File: src/rtl/ifetch_unit.sv
// Instruction fetch: drives a registered imem, buffers responses in a 2-entry in-order queue.
// Latency 2 edges from reset/redirect to first out_valid; out_ready low stalls fetch once the buffer would overflow.

module ifetch_fifo #(
  parameter int WIDTH = 64,
  parameter int DEPTH = 2,
  localparam int PW = (DEPTH > 1) ? $clog2(DEPTH) : 1,
  localparam int CW = $clog2(DEPTH + 1)
) (
  input  logic             clk,
  input  logic             rst_n,
  input  logic             flush,
  input  logic             push,
  input  logic [WIDTH-1:0] push_dat,
  input  logic             pop,
  output logic [CW-1:0]    count,
  output logic [WIDTH-1:0] head_dat
);

  logic [WIDTH-1:0] mem [DEPTH];
  logic [PW-1:0]    wr_ptr;
  logic [PW-1:0]    rd_ptr;

  function automatic logic [PW-1:0] nxt(input logic [PW-1:0] p);
    return (p == PW'(DEPTH - 1)) ? '0 : p + PW'(1);
  endfunction

  always_ff @(posedge clk or negedge rst_n) begin
    if (!rst_n) begin
      wr_ptr <= '0;
      rd_ptr <= '0;
      count  <= '0;
    end else if (flush) begin
      wr_ptr <= '0;
      rd_ptr <= '0;
      count  <= '0;
    end else begin
      if (push) wr_ptr <= nxt(wr_ptr);
      if (pop)  rd_ptr <= nxt(rd_ptr);
      if (push && !pop)      count <= count + CW'(1);
      else if (!push && pop) count <= count - CW'(1);
    end
  end

  always_ff @(posedge clk) begin
    if (push && !flush) mem[wr_ptr] <= push_dat;
  end

  assign head_dat = mem[rd_ptr];

endmodule

module ifetch_unit #(
  parameter int PC_WIDTH_LENGTH   = 32,
  parameter int INST_WIDTH_LENGTH = 32,
  parameter logic [PC_WIDTH_LENGTH-1:0] RESET_PC = 32'h0000_0000
) (
  input  logic                         clk,
  input  logic                         rst_n,
  output logic [PC_WIDTH_LENGTH-1:0]   imem_pc,
  input  logic [INST_WIDTH_LENGTH-1:0] imem_inst,
  input  logic                         redirect_valid,
  input  logic [PC_WIDTH_LENGTH-1:0]   redirect_pc,
  output logic                         out_valid,
  input  logic                         out_ready,
  output logic [INST_WIDTH_LENGTH-1:0] out_inst,
  output logic [PC_WIDTH_LENGTH-1:0]   out_pc,
  output logic                         misalign_err
);

  localparam int WW = PC_WIDTH_LENGTH - 2;
  localparam int DW = INST_WIDTH_LENGTH + WW;

  typedef enum logic {RUN = 1'b0, FAULT = 1'b1} state_t;

  state_t        state;
  logic [WW-1:0] pc;
  logic [WW-1:0] inflight_pc;
  logic          inflight;
  logic [1:0]    count;
  logic [DW-1:0] head_dat;
  logic [2:0]    occ;
  logic          run, redir, redir_ok, redir_bad, pop, push, fire;

  // PCs are kept as word addresses so the low two bits can never be nonzero.
  assign run       = (state == RUN);
  assign redir     = run & redirect_valid;
  assign redir_ok  = redir & (redirect_pc[1:0] == 2'b00);
  assign redir_bad = redir & (redirect_pc[1:0] != 2'b00);
  assign pop       = out_valid & out_ready;
  assign push      = inflight & ~redir;
  assign occ       = 3'(count) + 3'(inflight) - 3'(pop);
  assign fire      = run & ~redirect_valid & (occ < 3'd2);

  always_ff @(posedge clk or negedge rst_n) begin
    if (!rst_n) begin
      state        <= RUN;
      pc           <= RESET_PC[PC_WIDTH_LENGTH-1:2];
      inflight     <= 1'b0;
      inflight_pc  <= '0;
      misalign_err <= 1'b0;
    end else begin
      case (state)
        RUN: begin
          if (redir_ok) begin
            pc       <= redirect_pc[PC_WIDTH_LENGTH-1:2];
            inflight <= 1'b0;
          end else if (redir_bad) begin
            state        <= FAULT;
            misalign_err <= 1'b1;
            inflight     <= 1'b0;
          end else if (fire) begin
            inflight    <= 1'b1;
            inflight_pc <= pc;
            pc          <= pc + WW'(1);
          end else begin
            inflight <= 1'b0;
          end
        end
        FAULT: begin
          inflight <= 1'b0;
        end
        default: begin
          state <= FAULT;
        end
      endcase
    end
  end

  ifetch_fifo #(
    .WIDTH (DW),
    .DEPTH (2)
  ) u_buf (
    .clk      (clk),
    .rst_n    (rst_n),
    .flush    (redir),
    .push     (push),
    .push_dat ({imem_inst, inflight_pc}),
    .pop      (pop),
    .count    (count),
    .head_dat (head_dat)
  );

  assign imem_pc   = {pc, 2'b00};
  assign out_valid = (count != 2'd0);
  assign out_inst  = head_dat[DW-1:WW];
  assign out_pc    = {head_dat[WW-1:0], 2'b00};

  a_no_overflow: assert property (@(posedge clk) disable iff (!rst_n)
    !(push && count == 2'd2 && !pop && !redir));
  a_fault_quiet: assert property (@(posedge clk) disable iff (!rst_n)
    (state == FAULT) |-> !out_valid);

endmodule

File: config.mk
export PLATFORM = sky130hd
export DESIGN_NAME = ifetch_unit
export DESIGN_NICKNAME = d
export VERILOG_FILES = /design/src/rtl/ifetch_unit.sv
export SDC_FILE = /design/constraint.sdc
export NUM_CORES = 1
export LEC_CHECK = 0
export CORE_UTILIZATION = 40
export CTS_CLUSTER_DIAMETER = 150
export DETAILED_ROUTE_END_ITERATION = 10
export SLEW_MARGIN = 40
export SYNTH_ARGS = -nofsm -noshare
export SYNTH_HDL_FRONTEND = slang
export SYNTH_HIERARCHICAL = 1
export SYNTH_SLANG_ARGS = --single-unit
File: constraint.sdc
create_clock -name clk -period 7.3 [get_ports clk]
set_clock_uncertainty 0.05 [all_clocks]
set_input_delay 0.73 -clock clk [delete_from_list [all_inputs] [get_ports clk]]
set_output_delay 0.73 -clock clk [all_outputs]
set_load 0.03 [all_outputs]
==> flow_summary.toml <==
[synth]
synth_top_family_by_area = "simple AND/OR/NAND/NOR gates"
yosys_warnings = 6
ys_seq_area_frac = 0.6639
ys_async_sr_fraction = 0.3508
synthesis.area_um2 = 8134
synth-simple-area-share = 0.1228
synth.distinct_cells = 58
synth_xor_area_frac = 0.02138
synthAdderAreaFrac = 0.005538
syn_avg_cell_area_um2 = 14.25
synthMuxAreaShare = 0.1168
netlist_instances = 571
ys_seq_elements = 191
synth_ff_type = "edfxtp_1"
synth_edf_count = 124
synth_compound_area_frac = 0.03753

[grt]
grt_pass1_wl_mm = 27.02
grt-ovfl-total = 0
grt_start_max_net_pins = 68
grt_pass1_vias = 5072
grt_usage = 0.1730
antenna_found_initial = 0

[route]
wirelength_mm = 17.38
drtIter0Drc = 258
dr.pass1.iters = 4
drc = 0
dr_total_vias = 5023
antenna_left = 0
wl_per_cell_um = 17.20
vias_per_cell = 4.973

[floorplan]
die_area_um2 = 20910
io_pins = 166
fp.dieH_um = 144.6
rows = 51
coreArea_um2 = 19720
initial_core_util = 0.4125
die_x_um = 144.6

[power_and_ir_drop]
powerDensity_nw_per_um2 = 305.8
ir_worst_vdd_mv = 0.1815
p_leak_uw = 0.004111

[final_layout]
n_fill_cell = 1659
drive_above_1_share = 0.1530
postLayoutCellArea_um2 = 10530
synthToLayoutAreaGrowth_pct = 29.41
nets = 804
insertedDiodeCount = 0

[clock_tree]
htreeDepth = 4
postCtsSetupBuffers = 0
clk_path_buf_depth = 2
hold_buffers = 0
clock_latency_ns = 0.42
cts_buffers = 17
ctsRootBufferMaster = "clkbuf_16"
clk_pin_slew_ns = 0.07
cts.sinks = 191
cts_resized = 0
cts_tree = "yes"

[timing]
finalMaxSlewViolations = 0
fin_crit_sh = 0.5931
period_needed_ns = 4.330
slew_headroom = 0.4302
setup_viol = 0
rsz0062_at_grt = "false"
finalHoldViolCount = 0
max_freq_mhz = 230.9
worstMarginPinSlew_ns = 0.8547
setup_tns_ns = 0

[setup_path]
critPathBufInv = 1
crit_family = "simple AND/OR/NAND/NOR gates"
slowest_stage = "inv_2"
path_max_fanout = 48
cp-start-kind = "flip-flop"
path_cells = "or2_2 -> and2_1 -> ha_1 -> nand2b_1 -> fa_1 -> nor3b_1 -> nand2_4 -> inv_2 -> nand2_1 -> or4_1 -> nand3_1"
required_ns = 7.61
max_stage_delay_ns = 0.62
crit_path_end_kind = "flip-flop"
crit_arrival_ns = 4.64
path_class = "reg -> reg"

[place]
gp_congestion = 0.8094
dpl_cell_area_um2 = 9952
dp_hpwl_mm = 11.73
io_buffer_count = 161

[hold_path]
hold_class = "in -> async"

[flow_run]
drv_cap = 0

[run_status]
status = "complete, no violations"
==> worst register-to-register path: stages (launching register included) <==
cell      delay [ns]
dfrtp_1         0.48
or2_2           0.32
and2_1          0.23
ha_1            0.28
nand2b_1        0.16
fa_1            0.50
nor3b_1         0.39
nand2_4         0.39
inv_2           0.63
nand2_1         0.22
or4_1           0.52
nand3_1         0.10
==> synthesized netlist by cell type (4+ instances only) <==
library cell	count	area [um2]
nor3_1	5	25.02
mux2_4	59	885.9
and3_1	7	43.79
inv_1	7	26.28
o21ai_1	13	65.06
clkbuf_1	10	37.54
nand2_1	114	427.9
o211ai_1	5	37.54
buf_12	6	120.1
nor2_1	26	97.59
nand4_1	13	81.33
xnor2_1	9	78.83
nor3b_1	4	30.03
a21oi_1	6	30.03
edfxtp_1	124	3724
buf_4	5	37.54
dfrtp_1	67	1677
o21ai_0	9	45.04
nand3_1	15	75.07
xor2_1	9	78.83
==> cell type report <==
class                           instances  area [um2]  share of cell area
Multi-Input combinational cell        348        2509              0.2383
Clock inverter                         12       136.4             0.01296
Inverter                                8       30.03            0.002853
Timing Repair Buffer                  167        1683              0.1599
Clock buffer                           19       432.9             0.04113
Tap cell                              265       331.6             0.03150
Sequential cell                       191        5404              0.5134
==> final timing paths <==
kind                                     to  slack [ns]  cells past startpoint            start
min in group clk           u_buf/mem[1][19]        0.43                      0  inflight_pc[19]
setup / recovery                     pc[14]        2.97                     11   u_buf/count[1]
setup reg to reg                     pc[14]        2.97                     11   u_buf/count[1]
max in group asynchronous      u_buf/rd_ptr        6.45                      1            rst_n
hold reg to reg            u_buf/mem[1][19]        0.43                      0  inflight_pc[19]
hold / removal              inflight_pc[19]        0.25                      1            rst_n
==> state kept, by name, indices dropped and copies added, names as in the netlist <==
| signal | cells |
|---|---|
| state | 1 |
| inflight_pc | 30 |
| inflight | 1 |
| u_buf/wr_ptr | 1 |
| u_buf/rd_ptr | 1 |
| u_buf/count | 2 |
| misalign_err | 1 |
| u_buf/mem | 124 |
| pc | 30 |
==> routing by layer <==
metal,global-route usage,part of all wire,up-vias,routed length [um]
met5,0,0,-,0
met4,0.06094,0.011,0,187
met3,0.03609,0.054,16,945
met2,0.2849,0.49,172,8493
met1,0.2258,0.45,2465,7750
li1,-,-,2370,-
==> kinds of logic (layout without fill, tap and decap cells) <==
logic type | Yosys count | after routing
simple gates | 208 | 208
compound gates | 49 | 49
buf+inv | 35 | 206
flops | 191 | 191
fa+ha+maj | 3 | 3
other cells | 1 | 4
xor+xnor | 19 | 19
mux | 65 | 65
==> per-stage QoR <==
stage               total power (uW)  std cells    util  hold slack (ns)  setup WS (ns)
floorplan                       2043        574       -           0.3844         0.9522
global placement                2331        977  0.5025           0.3989          2.524
global route                    3356       1010  0.5339           0.2909          2.715
CTS                             3255       1010  0.5336           0.2688          2.763
finish                          3219       1010  0.5339           0.2478          2.970
detailed placement              2345        979  0.5047           0.4098          2.415
==> power breakdown <==
group	internal [uW]	switching, uW	leakage, uW
clock	506	396	0.000270
sequential	1230	127	0.00199
combinational	478	483	0.00185
total	2210	1010	0.00411
==> layout by cell type, fill, tap and decap left out, drive strengths merged, types with 10 or more instances in the layout <==
cell type / instances
clkbuf: 19
clkdlybuf4s50: 160
dfrtp: 67
edfxtp: 124
inv: 11
mux2: 62
nand2: 114
nand3: 16
nand4: 14
nor2: 26
o21ai: 22
xor2: 10
Power figures use the tool's default switching activity.
==> patch 1: new RTL, same settings <==
Set the parameter `PC_WIDTH_LENGTH` to 64 (it was 32).
--- a/src/rtl/ifetch_unit.sv
+++ b/src/rtl/ifetch_unit.sv
@@ -51,7 +51,7 @@
 endmodule
 
 module ifetch_unit #(
-  parameter int PC_WIDTH_LENGTH   = 32,
+  parameter int PC_WIDTH_LENGTH   = 64,
   parameter int INST_WIDTH_LENGTH = 32,
   parameter logic [PC_WIDTH_LENGTH-1:0] RESET_PC = 32'h0000_0000
 ) (
Interface: changed (resized imem_pc, out_pc and redirect_pc); port bits go from 166 to 262. No check against the original RTL was run, so the function may have changed too.
==> patch 1 against the unedited design <==
  * Utilization is 0.37 points higher
  * First-iteration DRC count grew to 2.6 times the old value
  * Global-route usage increased by 3.0 points
  * Sequential cell count up 128
  * Power up 63%
  * Clock power increased by 93%
  * Worst setup slack got worse by 0.59 ns
  * Final area increased by 67%
  * Routed wire length increased by 100%
  * Critical path type unchanged
  * Synthesized area rose by 65%
==> patch 1: results <==
INSERT INTO impl_metrics (metric_group, metric, value, unit) VALUES
('pwr', 'clock_net_power', '0.00174', 'W'),
('detailed_routing', 'drt-met1-wl', '15200', 'um'),
('logic_synthesis', 'synth_mux_area_share', '9.26', '%'),
('layout', 'final_layout_size_suffix_gt1_share', '13.7', '%'),
('pwr', 'power.share.switching', '29.7', '%'),
('placement', 'io_buffers', '257', ''),
('status', 'status', 'complete, no violations', ''),
('logic_synthesis', 'synth_xor_xnor_area_share', '2.08', '%'),
('pwr', 'internal_power', '0.00368', 'W'),
('setup_path', 'path_max_fanout', '14', ''),
('detailed_routing', 'met2RoutedLength', '16800', 'um'),
('detailed_routing', 'dr_total_vias', '9037', ''),
('logic_synthesis', 'post_synth_fa_ha_maj_area_fraction', '0.335', '%'),
('pwr', 'pg_comb', '0.00134', 'W'),
('pwr', 'ir_drop', '0.146', 'mV'),
('detailed_routing', 'wl_per_cell', '19.6', 'um'),
('clocking', 'worstSkewPairLatency', '0.51', 'ns'),
('global_routing', 'global_route.usage.met3', '2.89', '%'),
('layout', 'top_regs', 'u_buf/mem (188), inflight_pc (62), pc (62)', ''),
('layout', 'number_of_nets_in_the_layout', '1405', ''),
('setup_path', 'timing.critical_path.to', 'pc[61]', ''),
('logic_synthesis', 'mean_instance_size_in_the_synthesized_netlist', '12.9', 'um2'),
('logic_synthesis', 'synth-async-reset-ratio', '41.1', '%'),
('clocking', 'clock_path_buffers', '3', ''),
('sta', 'layout_setup_ws', '2.38', 'ns'),
('setup_path', 'critPathSlowestCell', 'sky130_fd_sc_hd__nor4_1', '');
-- patch 1: changes by cell type in the layout (fill, tap and decap cells not counted), moves of 13 or more --
cell	unedited run	this run
sky130_fd_sc_hd__clkbuf_16	17	37
sky130_fd_sc_hd__o21ai_0	9	26
sky130_fd_sc_hd__xnor2_1	9	26
sky130_fd_sc_hd__dfrtp_1	66	130
sky130_fd_sc_hd__edfxtp_1	124	188
sky130_fd_sc_hd__nor3_1	4	19
sky130_fd_sc_hd__nand3_1	15	40
sky130_fd_sc_hd__mux2_2	3	44
sky130_fd_sc_hd__nor4_1	0	13
sky130_fd_sc_hd__clkdlybuf4s50_1	160	256
sky130_fd_sc_hd__nand2_1	113	270
-- patch 1: final cells by class --
class | instances | area (um2)
tap | 442 | 553
clock buffer | 49 | 991
antenna | 3 | 7.51
fill | 2838 | 15200
clock inverter | 17 | 146
multi-input combinational | 673 | 4300
timing repair buffer | 267 | 2680
inverter | 5 | 18.8
sequential | 319 | 8930
==> patch 2: new RTL, config.mk and constraints unchanged <==
Without the edit above. Put one more register stage on the output `misalign_err`, with the module's reset. The value now appears one clock later. The other outputs are not delayed to match.
--- a/src/rtl/ifetch_unit.sv
+++ b/src/rtl/ifetch_unit.sv
@@ -73,6 +73,8 @@
 
   typedef enum logic {RUN = 1'b0, FAULT = 1'b1} state_t;
 
+  logic misalign_err_s0;
+
   state_t        state;
   logic [WW-1:0] pc;
   logic [WW-1:0] inflight_pc;
@@ -98,7 +100,7 @@
       pc           <= RESET_PC[PC_WIDTH_LENGTH-1:2];
       inflight     <= 1'b0;
       inflight_pc  <= '0;
-      misalign_err <= 1'b0;
+      misalign_err_s0 <= 1'b0;
     end else begin
       case (state)
         RUN: begin
@@ -107,7 +109,7 @@
             inflight <= 1'b0;
           end else if (redir_bad) begin
             state        <= FAULT;
-            misalign_err <= 1'b1;
+            misalign_err_s0 <= 1'b1;
             inflight     <= 1'b0;
           end else if (fire) begin
             inflight    <= 1'b1;
@@ -151,5 +153,13 @@
   a_fault_quiet: assert property (@(posedge clk) disable iff (!rst_n)
     (state == FAULT) |-> !out_valid);
 
+  always_ff @(posedge clk or negedge rst_n) begin
+    if (!rst_n) begin
+      misalign_err <= '0;
+    end else begin
+      misalign_err <= misalign_err_s0;
+    end
+  end
+
 endmodule
 
Behaviour: not the same (a bounded check fails within 4 cycles, from zero or initial values and one cycle with rst_n low).
==> patch 2 against the unedited design <==
  * Routed wire length is 1.3% higher
  * Sequential cell count is 1 higher
  * Worst setup slack better by 0.015 ns
  * Die area is 0.30% higher
  * Via count is 0.90% higher
  * Cell count is 0.20% higher
  * Synthesized area is 0.31% higher
  * Final area is 0.49% higher
  * Power is 1.4% higher
  * Critical endpoint unchanged
  * Largest cell class unchanged
==> patch 2: results <==
INSERT INTO impl_metrics (metric_group, metric, value, unit) VALUES
('global_routing', 'grtUsageMet1', '22.9', '%'),
('placement', 'gp_routability_congestion', '0.823', ''),
('detailed_routing', 'totalWireLength', '17600', 'um'),
('logic_synthesis', 'netlist_instances', '572', ''),
('global_routing', 'grt_util_overall', '17.3', '%'),
('global_routing', 'grt_max_degree', '69', ''),
('detailed_routing', 'wl_per_cell', '17.4', 'um'),
('sta', 'worst_margin_slew', '0.864', 'ns'),
('global_routing', 'grt_pass1_wl', '26800', 'um'),
('pwr', 'power.leakage', '4.14', 'nW'),
('detailed_routing', 'routed_via_density', '5.01', ''),
('logic_synthesis', 'synth_common_cells', 'sky130_fd_sc_hd__edfxtp_1, sky130_fd_sc_hd__nand2_1, sky130_fd_sc_hd__dfrtp_1', ''),
('status', 'status', 'complete, no violations', ''),
('global_routing', 'number_of_global_route_vias_before_repair', '5001', ''),
('hold_path', 'hold_class', 'reg2reg', ''),
('logic_synthesis', 'synth-async-reset-ratio', '35.4', '%'),
('setup_path', 'cp_data_arrival_time', '4.63', 'ns'),
('layout', 'final_layout_size_suffix_gt1_share', '15.5', '%'),
('global_routing', 'global_route.usage.met3', '3.82', '%'),
('layout', 'number_of_nets_in_the_layout', '805', '');
## patch 2: area by class of cell
cell class | count | area (um2)
tap | 265 | 332
clock inverter | 14 | 163
timing repair buffer | 167 | 1680
inverter | 8 | 30.0
multi-input combinational | 348 | 2510
sequential | 192 | 5430
fill | 1627 | 9140
clock buffer | 18 | 429
## patch 2: kinds of logic (layout without fill, tap and decap cells)
family | count (synthesis) | after routing | share of synthesized area, %
other | 1 | 4 | 0.0460
DFF | 192 | 192 | 66.5
adders and majority gates | 3 | 3 | 0.552
muxes | 65 | 65 | 11.6
AOI/OAI and AO/OA | 49 | 49 | 3.74
xor gates and xnor gates | 19 | 19 | 2.13
buffers and inverters | 35 | 207 | 3.16
and+or+nand+nor | 208 | 208 | 12.2
## patch 2: metal layers
metal  vias up  wire [um]
met5         -          0
met4         0        226
met3        18        981
met2       167       8440
met1      2509       7950
li1       2374          -
## patch 2: metrics by stage
step	hold slack (ns)	setup slack (ns)	power, W
after floorplan	0.298	0.952	0.00205
after global placement	0.309	2.53	0.00235
after detailed placement	0.305	2.54	0.00236
after CTS	0.321	2.92	0.00330
after global routing	0.333	2.69	0.00340
final	0.320	2.98	0.00326
## patch 2: worst max-delay path, delay by kind of cell (launching register included)
kind,cells,cell delay [ns]
flip-flops,1,0.48
adder cells (fa/ha/maj),2,0.78
AND/OR/NAND/NOR,8,2.28
buffers and inverters,1,0.62
## patch 2: worst max path at each step
stage	endpoint	slack [ns]
2_1_floorplan	u_buf/mem[0][0]	0.95
3_3_place_gp	pc[14]	2.53
3_5_place_dp	pc[14]	2.54
4_1_cts	pc[14]	2.92
5_1_grt	pc[14]	2.69
6_report	pc[14]	2.98
## patch 2: power by group
part | leakage, nW | internal [W] | switching (W)
Combinational | 1.85 | 0.000481 | 0.000515
Sequential | 2.00 | 0.00124 | 0.0000956
Clock | 0.284 | 0.000538 | 0.000397
